<file path="config.mk">
export PLATFORM = sky130hd
export DESIGN_NAME = ws2812_receiver_flat
export DESIGN_NICKNAME = d
export VERILOG_FILES = /design/src/rtl/ws2812_receiver_if.sv /design/src/rtl/ws2812_receiver.sv /design/src/flat_wrapper.sv
export SDC_FILE = /design/constraint.sdc
export NUM_CORES = 1
export LEC_CHECK = 0
export ABC_AREA = 1
export ABC_CLOCK_PERIOD_IN_PS = 1850
export CORE_ASPECT_RATIO = 0.8
export CORE_UTILIZATION = 58
export CTS_CLUSTER_DIAMETER = 100
export DETAILED_ROUTE_END_ITERATION = 12
export PLACE_DENSITY = 0.84
export SYNTH_ARGS = -nofsm -noshare
export SYNTH_HDL_FRONTEND = slang
export SYNTH_SLANG_ARGS = --single-unit
</file>
<file path="constraint.sdc">
create_clock -name clk_in -period 1.85 [get_ports clk_in]
set_clock_uncertainty 0.05 [all_clocks]
set_input_delay 0.555 -clock clk_in [delete_from_list [all_inputs] [get_ports clk_in]]
set_output_delay 0.555 -clock clk_in [all_outputs]
set_load 0.05 [all_outputs]
</file>
<file path="src/rtl/ws2812_receiver_if.sv">
// Pixel delivery bundle of the WS2812 receiver: valid/ready pixel channel plus
// the frame-end and error event pulses.
interface ws2812_receiver_if;
    logic [23:0] pixel_out;
    logic        pixel_out_valid;
    logic        pixel_out_ready;
    logic        frame_end_out;
    logic        err_out;

    modport master (
        output pixel_out,
        output pixel_out_valid,
        input  pixel_out_ready,
        output frame_end_out,
        output err_out
    );

    modport slave (
        input  pixel_out,
        input  pixel_out_valid,
        output pixel_out_ready,
        input  frame_end_out,
        input  err_out
    );
endinterface

</file>
<file path="src/rtl/ws2812_receiver.sv">
// WS2812 single-wire decoder: pulse-width bit classification, MSB-first GRB pixel
// assembly, frame-reset detection. Optional line forwarding under WS2812_FWD_EN.
module ws2812_receiver #(
    parameter int unsigned              COUNTER_W  = 10,
    parameter logic [COUNTER_W-1:0]     BIT_THRESH = COUNTER_W'(4),
    parameter logic [COUNTER_W-1:0]     RESET_LEN  = COUNTER_W'(50)
) (
    input  logic                       clk_in,
    input  logic                       rst_n_in,
    input  logic                       ws2812_in,
    output logic                       ws2812_fwd_out,
    ws2812_receiver_if.master          pixel_bus
);

    typedef enum logic [1:0] {
        S_WAIT_RST,
        S_IDLE,
        S_HIGH,
        S_LOW
    } state_t;

    localparam logic [COUNTER_W-1:0] CNT_ONE = COUNTER_W'(1);

    logic ws_m, ws_s, ws_q;
    logic rise, fall;

    state_t                state, state_n;
    logic [COUNTER_W-1:0]  cnt, cnt_n;
    logic [4:0]            bit_cnt, bit_cnt_n;
    logic [23:0]           shift, shift_n;
    logic [23:0]           pixel_n;
    logic                  valid_n;
    logic                  frame_end_n;
    logic                  err_n;
    logic                  complete;
    logic                  load;

    // NOTE: ws_m may go metastable; only ws_s and later stages feed any logic.
    always_ff @(posedge clk_in or negedge rst_n_in) begin
        if (!rst_n_in) begin
            ws_m <= 1'b0;
            ws_s <= 1'b0;
            ws_q <= 1'b0;
        end else begin
            ws_m <= ws2812_in;
            ws_s <= ws_m;
            ws_q <= ws_s;
        end
    end

    assign rise = ws_s & ~ws_q;
    assign fall = ~ws_s & ws_q;

    // NOTE: every signal written below gets a default first, so no path can infer a latch.
    always_comb begin
        state_n     = state;
        cnt_n       = cnt;
        bit_cnt_n   = bit_cnt;
        shift_n     = shift;
        frame_end_n = 1'b0;
        err_n       = 1'b0;
        complete    = 1'b0;

        case (state)
            S_WAIT_RST: begin
                if (ws_s) begin
                    cnt_n = '0;
                end else if (cnt == RESET_LEN - CNT_ONE) begin
                    cnt_n   = '0;
                    state_n = S_IDLE;
                end else begin
                    cnt_n = cnt + CNT_ONE;
                end
            end
            S_IDLE: begin
                if (rise) begin
                    cnt_n   = CNT_ONE;
                    state_n = S_HIGH;
                end
            end
            S_HIGH: begin
                // A high that lasts a full reset length is not a bit: resync.
                if (cnt >= RESET_LEN) begin
                    err_n     = 1'b1;
                    cnt_n     = '0;
                    bit_cnt_n = '0;
                    shift_n   = '0;
                    state_n   = S_WAIT_RST;
                end else if (fall) begin
                    shift_n = {shift[22:0], (cnt >= BIT_THRESH)};
                    if (bit_cnt == 5'd23) begin
                        bit_cnt_n = '0;
                        complete  = 1'b1;
                    end else begin
                        bit_cnt_n = bit_cnt + 5'd1;
                    end
                    cnt_n   = CNT_ONE;
                    state_n = S_LOW;
                end else begin
                    cnt_n = cnt + CNT_ONE;
                end
            end
            S_LOW: begin
                if (rise) begin
                    cnt_n   = CNT_ONE;
                    state_n = S_HIGH;
                end else if (cnt >= RESET_LEN) begin
                    frame_end_n = 1'b1;
                    cnt_n       = '0;
                    state_n     = S_IDLE;
                    if (bit_cnt != 5'd0) begin
                        err_n     = 1'b1;
                        bit_cnt_n = '0;
                        shift_n   = '0;
                    end
                end else begin
                    cnt_n = cnt + CNT_ONE;
                end
            end
            default: begin
                state_n = S_WAIT_RST;
            end
        endcase

        // Output slot: a finished pixel may replace one that is leaving this cycle.
        load    = complete & (~pixel_bus.pixel_out_valid | pixel_bus.pixel_out_ready);
        pixel_n = pixel_bus.pixel_out;
        valid_n = pixel_bus.pixel_out_valid;
        if (load) begin
            pixel_n = shift_n;
            valid_n = 1'b1;
        end else if (pixel_bus.pixel_out_valid & pixel_bus.pixel_out_ready) begin
            valid_n = 1'b0;
        end
        if (complete & ~load) begin
            err_n = 1'b1;
        end
    end

    always_ff @(posedge clk_in or negedge rst_n_in) begin
        if (!rst_n_in) begin
            state                     <= S_WAIT_RST;
            cnt                       <= '0;
            bit_cnt                   <= '0;
            shift                     <= '0;
            pixel_bus.pixel_out       <= '0;
            pixel_bus.pixel_out_valid <= 1'b0;
            pixel_bus.frame_end_out   <= 1'b0;
            pixel_bus.err_out         <= 1'b0;
        end else begin
            state                     <= state_n;
            cnt                       <= cnt_n;
            bit_cnt                   <= bit_cnt_n;
            shift                     <= shift_n;
            pixel_bus.pixel_out       <= pixel_n;
            pixel_bus.pixel_out_valid <= valid_n;
            pixel_bus.frame_end_out   <= frame_end_n;
            pixel_bus.err_out         <= err_n;
        end
    end

`ifdef WS2812_FWD_EN
    // Forward everything after the first pixel of the frame, like an LED's DOUT.
    logic pass;

    always_ff @(posedge clk_in or negedge rst_n_in) begin
        if (!rst_n_in) begin
            pass           <= 1'b0;
            ws2812_fwd_out <= 1'b0;
        end else begin
            pass           <= (pass | complete) & ~frame_end_n & ~err_n;
            ws2812_fwd_out <= pass & ws_s;
        end
    end
`else
    assign ws2812_fwd_out = 1'b0;
`endif

endmodule

</file>
<file path="src/flat_wrapper.sv">
// flat-port wrapper written by rule: the top's interface ports become plain ports
module ws2812_receiver_flat 
#(
    parameter int unsigned              COUNTER_W  = 10,
    parameter logic [COUNTER_W-1:0]     BIT_THRESH = COUNTER_W'(4),
    parameter logic [COUNTER_W-1:0]     RESET_LEN  = COUNTER_W'(50)
)
  (clk_in, rst_n_in, ws2812_in, ws2812_fwd_out, pixel_bus_pixel_out, pixel_bus_pixel_out_valid, pixel_bus_pixel_out_ready, pixel_bus_frame_end_out, pixel_bus_err_out);
  ws2812_receiver_if pixel_bus_i ();
  input  logic clk_in;
  input  logic rst_n_in;
  input  logic ws2812_in;
  output logic ws2812_fwd_out;
  output wire logic [$bits(pixel_bus_i.pixel_out)-1:0] pixel_bus_pixel_out;
  output wire logic [$bits(pixel_bus_i.pixel_out_valid)-1:0] pixel_bus_pixel_out_valid;
  input wire logic [$bits(pixel_bus_i.pixel_out_ready)-1:0] pixel_bus_pixel_out_ready;
  output wire logic [$bits(pixel_bus_i.frame_end_out)-1:0] pixel_bus_frame_end_out;
  output wire logic [$bits(pixel_bus_i.err_out)-1:0] pixel_bus_err_out;
  assign pixel_bus_pixel_out = pixel_bus_i.pixel_out;
  assign pixel_bus_pixel_out_valid = pixel_bus_i.pixel_out_valid;
  assign pixel_bus_i.pixel_out_ready = pixel_bus_pixel_out_ready;
  assign pixel_bus_frame_end_out = pixel_bus_i.frame_end_out;
  assign pixel_bus_err_out = pixel_bus_i.err_out;
  ws2812_receiver #(.COUNTER_W(COUNTER_W), .BIT_THRESH(BIT_THRESH), .RESET_LEN(RESET_LEN)) u_core (.clk_in(clk_in), .rst_n_in(rst_n_in), .ws2812_in(ws2812_in), .ws2812_fwd_out(ws2812_fwd_out), .pixel_bus(pixel_bus_i));
endmodule
</file>
== After elaboration in Yosys (flattened, before gate mapping) ==
Cells that the tools add are included.
Storage, ports and cells
  flip-flop bits (word level): 71
Cells by class
  $add $sub $neg: 2
  bitwise logic cells: 10
  muxes and demuxes: 43
  order comparisons: 2
  reductions and logical operators: 6
  equality and inequality tests: 13
Operators with widths (number)
  $mux W24: 5
  $mux W10: 7
  $pmux W24 S2: 1
  $pmux W10 S4: 1
  $mux W5: 6
  $mux W2: 7
  $mux W1: 13
  $add A10 B1 Y10 const B: 1
  $eq A10 B6 Y1 const B: 1
  $ge A10 B3 Y1 const B: 1
  $ge A10 B6 Y1 const B: 1
  $pmux W5 S2: 1
  $reduce_and A5 Y1: 2
  $ne A2 B1 Y1 const B: 4
  $pmux W2 S4: 1
  $ne A3 B1 Y1 const B: 2
  $add A5 B1 Y5 const B: 1
  $and A1 B1 Y1: 5
  $eq A5 B5 Y1 const B: 1
  $reduce_bool A5 Y1: 1
  $eq A2 B2 Y1 const B: 2
  $ne A2 B2 Y1 const B: 2
  $not A1 Y1: 4
  $reduce_bool A2 Y1: 2
  other kinds (4): 4

== Longest topological paths before layout ==
Gate-level depths: netlist of the first run.
  depth after elaboration: 9
  gate-level depth with buffers: 11
  mapped depth without buffers: 11

== Worst setup path after synthesis of the first run ==
OpenSTA, ideal clock, no wires.
  path kind: register to register
  start: register u_core.pixel_bus.pixel_out_valid
  end: register u_core.pixel_bus.pixel_out[0]
  path buffers: 1
  stages on the path, launching flop included: 8
  required time: 1.734 ns
  arrival time: 1.599 ns
  setup slack: 0.135 ns
  clock period less this slack: 1.715 ns
  cell sequence: dfrtp_1 > inv_1 > nor2_1 > inv_1 > nand4_2 > buf_2 > nand2_1 > nand2_1
On the way
  word-level cells in the longest chain between the ends: 3
Ends and longest elaborated chain
  from (decl): RTL line ws2812_receiver_if.sv:12  | output pixel_out_valid,
  from (signal assigned): RTL line ws2812_receiver.sv:156  | pixel_bus.pixel_out_valid <= valid_n;
  $not A1 Y1: RTL line ws2812_receiver.sv:126  | load = complete & (~pixel_bus.pixel_out_valid | pixel_bus.pixel_out_ready);
  $or A1 B1 Y1: RTL line ws2812_receiver.sv:126
  $and A1 B1 Y1: RTL line ws2812_receiver.sv:126
  to (signal assigned): RTL line ws2812_receiver.sv:155  | pixel_bus.pixel_out <= pixel_n;
  to (decl): RTL line ws2812_receiver_if.sv:11  | output pixel_out,
No other way between the ends.
A chain may end at the register's enable or synchronous reset.

== Worst setup path after layout of the first run ==
  start: register u_core.cnt[5]
  end: register u_core.pixel_bus.pixel_out[1]
On the way
  word-level cells in the longest chain between the ends: 4
  elaborated cells on any way between the ends: 8
Ends and longest elaborated chain
  from (decl): RTL line ws2812_receiver.sv:28  | logic [COUNTER_W-1:0] cnt, cnt_n;
  from (signal assigned): RTL line ws2812_receiver.sv:152  | cnt <= cnt_n;
  $ge A10 B6 Y1 (*): RTL line ws2812_receiver.sv:83, ws2812_receiver.sv:107
  $mux W24: RTL line ws2812_receiver.sv:107  | end else if (cnt >= RESET_LEN) begin
  $mux W24: RTL line ws2812_receiver.sv:104  | if (rise) begin
  $pmux W24 S2 (*): RTL line ws2812_receiver.sv:64  | case (state)
  via u_core.shift_n[1]: RTL line ws2812_receiver.sv:30  | logic [23:0] shift, shift_n;
The timed path passes the listed nets; every way through them passes the cells marked *.

==> impl_results.md, run 1 <==
* Result of the run: complete, no violations
* Final Non-Filler Cells at 678
* Synthesis-to-layout area growth at 26.9%
* Cell area after placement at 4730 µm²
* Area share of fa/ha/maj cells after synthesis at 0.0158
* Final weighted congestion in routability-driven placement at 0.898
* Crit Path Category: reg2reg
* Clock network latency to the later pin of the worst-skew pair at 0.36 ns
* Highest achievable clock rate at 572 MHz
* Part of the Yosys area used for sequential elements at 0.448
* XOR/XNOR Fraction of Synth Area at 0.0133
* Count of placed standard cells including taps at 660
* Cell Pwr Density at 613 nW/µm²
* Number of hold buffers added after CTS at 0
* I/O pin count at 32
* Cell with the largest stage delay on the worst path: sky130_fd_sc_hd__dfrtp_1
* Reg2Reg Capture Point: u_core.pixel_bus.pixel_out[1]
* Dominant combinational cell family by area after synthesis: simple AND/OR/NAND/NOR gates
* Number of distinct standard cells referenced by the synthesized netlist at 32
* Number of filler instances in the final layout at 443
* Per-cell via count in the routed design at a little under 6
* Primary flip-flop cell chosen by synthesis mapping: sky130_fd_sc_hd__dfrtp_1
* Final count of hold timing violations at 0
* CP cell instances: nand2_1, inv_2, nand3_2, nand3_4, nand3_2, buf_6, nand2_1, nand3_1, nand2_1, nand2_1
* Synthesized area per cell at ~7.3 µm²
* Depth of the most critical reg-to-reg path at 10
* Number of global-route vias before repair at 3704
* Total vias in the final route at 3923
* Maximum vdd drop at 0.456 mV
* Residual overflow from global routing at 0
* Die Width at roughly 94 µm
* Leading cell types by count after synthesis: 205 x sky130_fd_sc_hd__nand2_1, 71 x sky130_fd_sc_hd__dfrtp_1, 51 x sky130_fd_sc_hd__inv_1
* Seq cells post-synth at 71
* Register cell area after layout at 1780 µm²
* Max cap viols at 0
* CP Capture Type: register
* Count leader, synth: sky130_fd_sc_hd__nand2_1
* Critical Path RT at 2.05 ns
* Total Neg Setup Slack at 0 ns
* Total number of H-tree levels at 3
* Total inserted antenna cells at 0
* Number of buffers created by CTS at 9
* Number of iterations in the first detailed-routing pass at 5
* TritonCTS Sinks at 71
* Area of the mapped netlist at 3970 µm²
* Number of nets in the synthesized netlist at 555
* Wire per inst at 14.7 µm
* Number of placement rows at 26
* Cell taking the most area after synthesis: sky130_fd_sc_hd__dfrtp_1
* Number of buffer cells added on primary ports at 30
* Maximum fanout encountered on the critical timing path at 25
* Multiplexer fraction of the synthesized cell area at 0
* Layout Nets at 598
* Number of endpoints failing setup at the final stage at 0
* Class of the worst hold path: in2async
* Multi-input gate area in the final layout at 1900 µm²
* Clk root buf: sky130_fd_sc_hd__clkbuf_8
* Fraction of registers with async set/reset at 1.00
* Cells taking the most area after synthesis: sky130_fd_sc_hd__dfrtp_1 45%, sky130_fd_sc_hd__nand2_1 19%, sky130_fd_sc_hd__nand3_1 6.1%
* Final max-slew violation count at 0
* Setup slack of the most critical reg-to-reg path at 0.10 ns
* Initial Utilization at 0.609
* Share of the clock period used by the worst path after layout at 0.945
* Basic-gate share of the synthesized area counting and, or, nand and nor cells at 0.383
* Overall track demand over capacity in global routing at 0.289
* Final cell area excluding filler cells at 5030 µm²
* Final HPWL DP at roughly 6.3 mm
* Worst Setup Slack post-DPL at -0.0574 ns
* Clock tree from TritonCTS: yes
* Floorplan Core Area at 6510 µm²
* Ratio of cells with drive above 1 in the final layout at 0.155
* Die Outline Area at 7170 µm²
* RSZ-0062 raised after global routing: no
* Reg-to-reg critical path startpoint: u_core.cnt[5]
* Count of flip-flops with a built-in enable after synthesis at 0
* Most numerous cell on the critical path: sky130_fd_sc_hd__nand2_1
* Remaining antenna violation count at 0
* Initial antenna violation count at 0
* Warnings, synthesis at 0
* Iteration-0 DRC count of the detailed router at around 350
* Min cycle time layout at between 1.5 and 2 ns
* Wire length of the first global-routing pass at 16.3 mm
* Standby leakage power at roughly 2.4 nW
* Routed WL at approximately 10 mm
* Worst Slack Setup Final at 0.101 ns
* Synthesized-area fraction occupied by ao, oa, aoi and oai cells at 0.0546
* Residual DRC count at 0
* Count of mapped cells out of synthesis at between 500 and 600
* Delay contributed by the slowest stage of the critical path at 0.46 ns
* Kind of start point of the critical path: register
* Pin count of the biggest net entering global routing at about 70
* Crit path arrival time at 1.95 ns
* Vert. Die Dim at 76.0 µm
* Clock-pin transition on the worst setup and hold timing paths at 0.08 ns
* Max clock buf depth at 2
* Final Power at 3.08 mW
* Top-area cell type share of the netlist area at 0.448
==> sequential cells by signal, indices dropped and copies added (netlist names) <==
name	count
u_core.bit_cnt	5
u_core.cnt	10
u_core.pixel_bus.err_out	1
u_core.pixel_bus.frame_end_out	1
u_core.pixel_bus.pixel_out	24
u_core.pixel_bus.pixel_out_valid	1
u_core.shift	24
u_core.state	2
u_core.ws_m	1
u_core.ws_q	1
u_core.ws_s	1
==> routing by layer <==
layer	up-vias	global-route usage	part of all wire
met1	1864	0.367	0.42
li1	1820	-	-
met2	195	0.470	0.48
met4	0	0.111	0.028
met3	44	0.0743	0.069
met5	-	0	0
==> per-stage QoR <==
| stage | utilization | hold WS (ns) |
|---|---|---|
| 2_1_floorplan | - | 0.209 |
| 3_3_place_gp | 0.727 | 0.285 |
| 3_5_place_dp | 0.727 | 0.296 |
| 4_1_cts | 0.761 | 0.180 |
| 5_1_grt | 0.774 | 0.192 |
| 6_report | 0.774 | 0.157 |
==> cell type report <==
| class | count | share of cell area |
|---|---|---|
| clock inverters | 7 | 0.0191 |
| flip-flops and latches | 71 | 0.353 |
| repair buffers | 54 | 0.162 |
| clock buffers | 9 | 0.0246 |
| inverters | 57 | 0.0425 |
| multi-input cells | 396 | 0.377 |
| well taps | 84 | 0.0209 |
==> how the worst max path moves through the flow <==
stage,start,end,cells after the start
CTS,u_core.bit_cnt[1],u_core.pixel_bus.pixel_out[16],9
detailed placement,pixel_bus_pixel_out_ready,u_core.pixel_bus.pixel_out[16],7
global route,u_core.cnt[5],u_core.pixel_bus.pixel_out[15],10
floorplan,u_core.pixel_bus.pixel_out_valid,u_core.pixel_bus.pixel_out[0],7
global placement,pixel_bus_pixel_out_ready,u_core.pixel_bus.pixel_out[17],7
finish,u_core.cnt[5],u_core.pixel_bus.pixel_out[1],10
==> power by group <==
group / internal, mW / switching (mW) / total [mW]
clock network: 0.760 / 0.625 / 1.38
registers: 1.56 / 0.00795 / 1.57
logic: 0.0379 / 0.0937 / 0.132
==> layout by cell type, fill, tap and decap left out, types with 3 or more instances in the layout <==
cell type	n
sky130_fd_sc_hd__inv_2	4
sky130_fd_sc_hd__dfrtp_1	70
sky130_fd_sc_hd__nand2_2	3
sky130_fd_sc_hd__xor2_1	5
sky130_fd_sc_hd__buf_12	31
sky130_fd_sc_hd__nand3_1	47
sky130_fd_sc_hd__nand4_1	26
sky130_fd_sc_hd__inv_1	50
sky130_fd_sc_hd__nor2_4	3
sky130_fd_sc_hd__nand2_1	204
sky130_fd_sc_hd__clkinv_1	3
sky130_fd_sc_hd__nand3_4	3
sky130_fd_sc_hd__o21ai_0	35
sky130_fd_sc_hd__nor2_2	3
sky130_fd_sc_hd__clkbuf_8	9
sky130_fd_sc_hd__buf_4	18
sky130_fd_sc_hd__nor2_1	45
sky130_fd_sc_hd__clkinvlp_4	3
sky130_fd_sc_hd__ha_1	4
==> kinds of logic (layout without fill, tap and decap cells) <==
family,Yosys count,after routing
buffers and inverters,79,127
adder cells (fa/ha/maj),5,5
flip-flops,71,71
other,1,1
XOR/XNOR,6,6
AO/OA/AOI/OAI,41,41
AND/OR/NAND/NOR,343,343
==> worst max-delay path, delay by kind of cell, from the launching register on <==
kind	cells	cell delay (ns)
simple gates	8	0.82
flops	1	0.46
buf+inv	2	0.30
==> repair_timing <==
| action | CTS | global route |
|---|---|---|
| hold endpoints to repair | 0 | 0 |
| setup endpoints to repair | 0 | 57 |
| gates resized for setup | 0 | 13 |
| setup buffers | 0 | 1 |
(Power assumes the default switching activity.)
==> inputs of run 2 (changes only) <==
--- a/config.mk
+++ b/config.mk
@@ -11,7 +11,7 @@
 export CORE_UTILIZATION = 58
 export CTS_CLUSTER_DIAMETER = 100
 export DETAILED_ROUTE_END_ITERATION = 12
-export PLACE_DENSITY = 0.84
+export PLACE_DENSITY_LB_ADDON = 0.05
 export SYNTH_ARGS = -nofsm -noshare
 export SYNTH_HDL_FRONTEND = slang
 export SYNTH_SLANG_ARGS = --single-unit
==> impl_results.md, run 2 (synthesis gave the netlist of run 1 again) <==
* Result of the run: complete, no violations
* Final Non-Filler Cells at 678
* Layout Nets at roughly 600
* Min cycle time layout at 1.76 ns
* I/O pin count at 32
* Iteration-0 DRC count of the detailed router at 281
* Final HPWL DP at 6.49 mm
* RSZ-0062 raised after global routing: no
* Die Outline Area at 7170 µm²
* Number of buffers created by CTS at 9
* Clock network latency to the later pin of the worst-skew pair at roughly 0.34 ns
* Sequential power share at 0.502
* CP cell instances: nand2_1, inv_2, nand3_2, nand3_4, buf_4, nor2_2, nor2_2, nand2_2, nand2_1, o21ai_0
* Class of the worst hold path: in2async
* Final weighted congestion in routability-driven placement at 0.880
* Number of endpoints failing setup at the final stage at 0
* Total vias in the final route at between 3000 and 4000
* Routed WL at 9.79 mm
* Switching power at a little under 0.7 mW
* Floorplan Core Area at 6510 µm²
* Combinational share of power at 0.041
* Die Width at 94.4 µm
* Ratio of cells with drive above 1 in the final layout at 0.158
* Max cap viols at 0
* Cell with the largest stage delay on the worst path: sky130_fd_sc_hd__dfrtp_1
* Clock-pin transition on the worst setup and hold timing paths at 0.08 ns
* Number of buffer cells added on primary ports at 30
* Initial antenna violation count at 0
* Kind of start point of the critical path: register
* Crit Path Category: reg2reg
* Share of the clock period used by the worst path after layout at 0.950
* Clk root buf: sky130_fd_sc_hd__clkbuf_8
* Fraction of the core area covered by cells at the end of the flow at 0.773
* Biggest registers after layout: u_core.pixel_bus.pixel_out x24, u_core.shift x24, u_core.cnt x10
* Number of global-route vias before repair at between 3000 and 4000
* Setup slack of the most critical reg-to-reg path at slightly above 0.09 ns
* Delay contributed by the slowest stage of the critical path at 0.45 ns
* Clock tree from TritonCTS: yes
* Residual overflow from global routing at 0
* Final count of hold timing violations at 0
* Total number of H-tree levels at 3
* CP Capture Type: register
* Critical Path RT at 2.02 ns
* Final max-slew violation count at 0
* Design internal power at 2.43 mW
* Synthesis-to-layout area growth at 26.8%
* Maximum fanout encountered on the critical timing path at 6
* Number of iterations in the first detailed-routing pass at 5
* Crit path arrival time at ~1.9 ns
* Highest achievable clock rate at 569 MHz
* Maximum vdd drop at about 0.42 mV
* Per-cell via count in the routed design at 5.60
* Remaining antenna violation count at 0
* Overall track demand over capacity in global routing at 0.296
* Initial Utilization at 0.609
* Max clock buf depth at 2
* Standby leakage power at 2.41 nW
* Most common cell after layout, fill and taps aside: sky130_fd_sc_hd__nand2_1
* Number of placement rows at 26
* Vert. Die Dim at 76.0 µm
* Reg-to-reg critical path startpoint: u_core.cnt[4]
* Cell Pwr Density at 620 nW/µm²
* Depth of the most critical reg-to-reg path at 10
* Residual DRC count at 0
* Total inserted antenna cells at 0
* Share of total power consumed by net switching at 0.222
* Count of placed standard cells including taps at 660
* Wire length of the first global-routing pass at 16.6 mm
* TritonCTS Sinks at just over 70
* Wire per inst at 14.4 µm
* Share of power burned in the clock network at 0.456
* Most frequent cells in the layout: 205 x sky130_fd_sc_hd__nand2_1, 68 x sky130_fd_sc_hd__dfrtp_1, 50 x sky130_fd_sc_hd__inv_1
* Pin count of the biggest net entering global routing at 72
* Reg2Reg Capture Point: u_core.bit_cnt[3]
[run 2: changes by cell type in the layout (fill, tap and decap cells not counted), moves of 2 or more]
cell                       before  now
sky130_fd_sc_hd__nor2_2         3    6
sky130_fd_sc_hd__clkbuf_8       9   11
sky130_fd_sc_hd__nor2_1        45   43
sky130_fd_sc_hd__buf_12        31   33
sky130_fd_sc_hd__dfrtp_2        1    3
sky130_fd_sc_hd__dfrtp_1       70   68
[run 2: worst max-delay path by stage]
stage,start,endpoint,slack [ns],cells past startpoint
after global routing,u_core.state[1],u_core.pixel_bus.pixel_out[19],0.004,7
after global placement,pixel_bus_pixel_out_ready,u_core.pixel_bus.pixel_out[17],-0.02,7
after floorplan,u_core.pixel_bus.pixel_out_valid,u_core.pixel_bus.pixel_out[0],0.14,7
after CTS,u_core.cnt[9],u_core.bit_cnt[3],0.04,10
final,u_core.cnt[4],u_core.bit_cnt[3],0.09,10
after detailed placement,pixel_bus_pixel_out_ready,u_core.pixel_bus.pixel_out[6],-0.07,7
[run 2: power groups by stage]
stage,Sequential (mW),Combinational [mW],Clock (mW)
6_report,1.57,0.129,1.42
5_1_grt,1.57,0.145,1.52
4_1_cts,1.57,0.129,1.44
3_5_place_dp,1.60,0.128,0
3_3_place_gp,1.60,0.125,0
2_1_floorplan,1.60,0.0633,0
[run 2: what timing repair did]
action                     in CTS  in global routing
hold buffers                    0                  0
buffers inserted                0                  1
resized for setup               0                 13
setup endpoints to repair       0                 31
[run 2: cell type report]
| type | count | area [µm²] |
|---|---|---|
| repair buffers | 53 | 813 |
| flip-flops and latches | 71 | 1780 |
| clock buffers | 11 | 151 |
| inverters | 57 | 214 |
| fillers | 472 | 1480 |
| clock inverters | 5 | 80.1 |
| well taps | 84 | 105 |
| multi-input cells | 397 | 1880 |
[run 2: layer usage]
metal	global-route usage	routed length [µm]	vias up
li1	-	-	1820
met1	0.399	4260	1787
met2	0.467	4660	163
met3	0.0713	711	25
met4	0.102	159	0
met5	0	0	-
[run 2: through the flow]
step                      power [mW]  setup slack, ns  setup TNS (ns)  area, µm²  hold slack, ns
after floorplan                 1.66            0.135               0       3970           0.209
after global placement          1.72          -0.0174          -0.354       4760           0.283
after detailed placement        1.72          -0.0710           -1.29       4760           0.313
after CTS                       3.13           0.0399               0       4990           0.190
after global routing            3.24          0.00392               0       5030           0.192
final                           3.12           0.0920               0       5030           0.140
[run 2: worst max-delay path: cells and delay by family (launching register included)]
kind | cells | cell delay (ns)
simple gates | 7 | 0.77
compound gates | 1 | 0.08
buf+inv | 2 | 0.28
flops | 1 | 0.45
==> inputs of run 3 (changes only) <==
--- a/config.mk
+++ b/config.mk
@@ -12,6 +12,8 @@
 export CTS_CLUSTER_DIAMETER = 100
 export DETAILED_ROUTE_END_ITERATION = 12
 export PLACE_DENSITY_LB_ADDON = 0.05
+export RECOVER_POWER = 100
+export SKIP_CTS_REPAIR_TIMING = 1
 export SYNTH_ARGS = -nofsm -noshare
 export SYNTH_HDL_FRONTEND = slang
 export SYNTH_SLANG_ARGS = --single-unit
==> impl_results.md, run 3 (synthesis gave the netlist of run 1 again) <==
* TritonCTS Sinks at 71
* Residual overflow from global routing at 0
* RSZ-0062 raised after global routing: no
* Final max-slew violation count at 0
* Count of placed standard cells including taps at 660
* Per-cell via count in the routed design at 5.63
* Layout Nets at 598
* Remaining antenna violation count at 0
* Pin count of the biggest net entering global routing at 72
* Final Non-Filler Cells at around 680
* Number of global-route vias before repair at 3622
* Class of the worst hold path: reg2reg
* Overall track demand over capacity in global routing at 0.296
* Switching power at just under 0.7 mW
* Initial Utilization at 0.609
* Share of power burned in the clock network at 0.458
* Clk root buf: sky130_fd_sc_hd__clkbuf_8
* Iteration-0 DRC count of the detailed router at 327
* Total inserted antenna cells at 0
* Fraction of the core area covered by cells at the end of the flow at 0.712
* Wire length of the first global-routing pass at 16.6 mm
* Most common cell after layout, fill and taps aside: sky130_fd_sc_hd__nand2_1
* Number of placement rows at 26
* Sequential power share at 0.502
* Initial antenna violation count at 0
* Maximum vdd drop at ~0.42 mV
* Min cycle time layout at 1.75 ns
* Wire per inst at 14.5 µm
* Worst-Margin Slew at 0.969 ns
* Final count of hold timing violations at 0
* Highest achievable clock rate at 570 MHz
* Biggest registers after layout: u_core.pixel_bus.pixel_out x24, u_core.shift x24, u_core.cnt x10
* Combinational share of power at 0.040
* Max clock buf depth at 2
* Die Outline Area at 7170 µm²
* Number of buffers created by CTS at 9
* Max cap viols at 0
* Die Width at 94.4 µm
* Most frequent cells in the layout: 205 x sky130_fd_sc_hd__nand2_1, 68 x sky130_fd_sc_hd__dfrtp_1, 50 x sky130_fd_sc_hd__inv_1
* Crit Path Category: reg2reg
* Clock network latency to the later pin of the worst-skew pair at 0.34 ns
* Total vias in the final route at 3820
* Crit path arrival time at 1.93 ns
* Floorplan Core Area at 6510 µm²
* Vert. Die Dim at 76.0 µm
* Clock-pin transition on the worst setup and hold timing paths at roughly 0.080 ns
* I/O pin count at 32
* Final weighted congestion in routability-driven placement at 0.880
* Cell Pwr Density at 673 nW/µm²
* Standby leakage power at 2.31 nW
* Final HPWL DP at 6.49 mm
* Synthesis-to-layout area growth at 16.9%
* Result of the run: complete, no violations
* Number of iterations in the first detailed-routing pass at 5
* Residual DRC count at 0
* Critical Path RT at just over 2 ns
* Headroom to the max-slew limit at 0.354
* Clock tree from TritonCTS: yes
* Kind of start point of the critical path: register
* Ratio of cells with drive above 1 in the final layout at 0.157
* Maximum fanout encountered on the critical timing path at 6
* Share of the clock period used by the worst path after layout at 0.948
* Number of endpoints failing setup at the final stage at 0
* Total number of H-tree levels at 3
* Routed WL at 9.81 mm
* Final Power at 3.12 mW
* Number of buffer cells added on primary ports at 30
* Share of total power consumed by net switching at 0.223
* Design internal power at 2.42 mW
* CP Capture Type: register
[run 3: worst max-delay path, cell delays in order, from the launching register on]
cell	delay (ns)
sky130_fd_sc_hd__dfrtp_1	0.45
sky130_fd_sc_hd__nand2_1	0.09
sky130_fd_sc_hd__inv_2	0.11
sky130_fd_sc_hd__nand3_2	0.13
sky130_fd_sc_hd__nand3_4	0.16
sky130_fd_sc_hd__buf_4	0.17
sky130_fd_sc_hd__nor2_2	0.06
sky130_fd_sc_hd__nor2_2	0.14
sky130_fd_sc_hd__nand2_2	0.11
sky130_fd_sc_hd__nand2_1	0.08
sky130_fd_sc_hd__o21ai_0	0.08
[run 3: stage by stage]
| stage | setup TNS [ns] | hold WS (ns) | instance area [µm²] | worst slack, ns |
|---|---|---|---|---|
| 3_3_place_gp | -0.354 | 0.283 | 4760 | -0.0174 |
| 5_1_grt | 0 | 0.349 | 4630 | 0.00392 |
| 2_1_floorplan | 0 | 0.209 | 3970 | 0.135 |
| 3_5_place_dp | -1.29 | 0.313 | 4760 | -0.0710 |
| 6_report | 0 | 0.322 | 4630 | 0.0959 |
| 4_1_cts | 0 | 0.190 | 4990 | 0.0399 |
[run 3: layout make-up]
cell class	count	area [µm²]
sequential	71	1780
inverter	57	214
clock inverter	5	80.1
fill	523	1870
timing repair buffer	53	420
multi-input combinational	397	1880
clock buffer	11	151
tap	84	105
[run 3: final timing paths]
path                                from           endpoint  slack, ns  cells past startpoint
max reg2reg                u_core.cnt[4]  u_core.bit_cnt[3]        0.1                     10
min reg2reg                  u_core.ws_m        u_core.ws_s       0.32                      0
max in group asynchronous       rst_n_in        u_core.ws_s       0.63                      2
max                        u_core.cnt[4]  u_core.bit_cnt[3]        0.1                     10
min in group asynchronous       rst_n_in      u_core.cnt[5]       0.39                      2
min                          u_core.ws_m        u_core.ws_s       0.32                      0
[run 3: power by group through the flow]
stage / combinational (mW) / sequential, mW / clock (mW)
floorplan: 0.0633 / 1.60 / 0
finish: 0.125 / 1.57 / 1.43
global route: 0.140 / 1.57 / 1.52
detailed placement: 0.128 / 1.60 / 0
CTS: 0.129 / 1.57 / 1.44
global placement: 0.125 / 1.60 / 0
[run 3: layer usage]
metal / share of wire / vias up / global-route usage
met5: 0 / - / 0
met4: 0.016 / 0 / 0.102
met3: 0.074 / 21 / 0.0713
met2: 0.47 / 171 / 0.467
met1: 0.44 / 1807 / 0.399
li1: - / 1821 / -
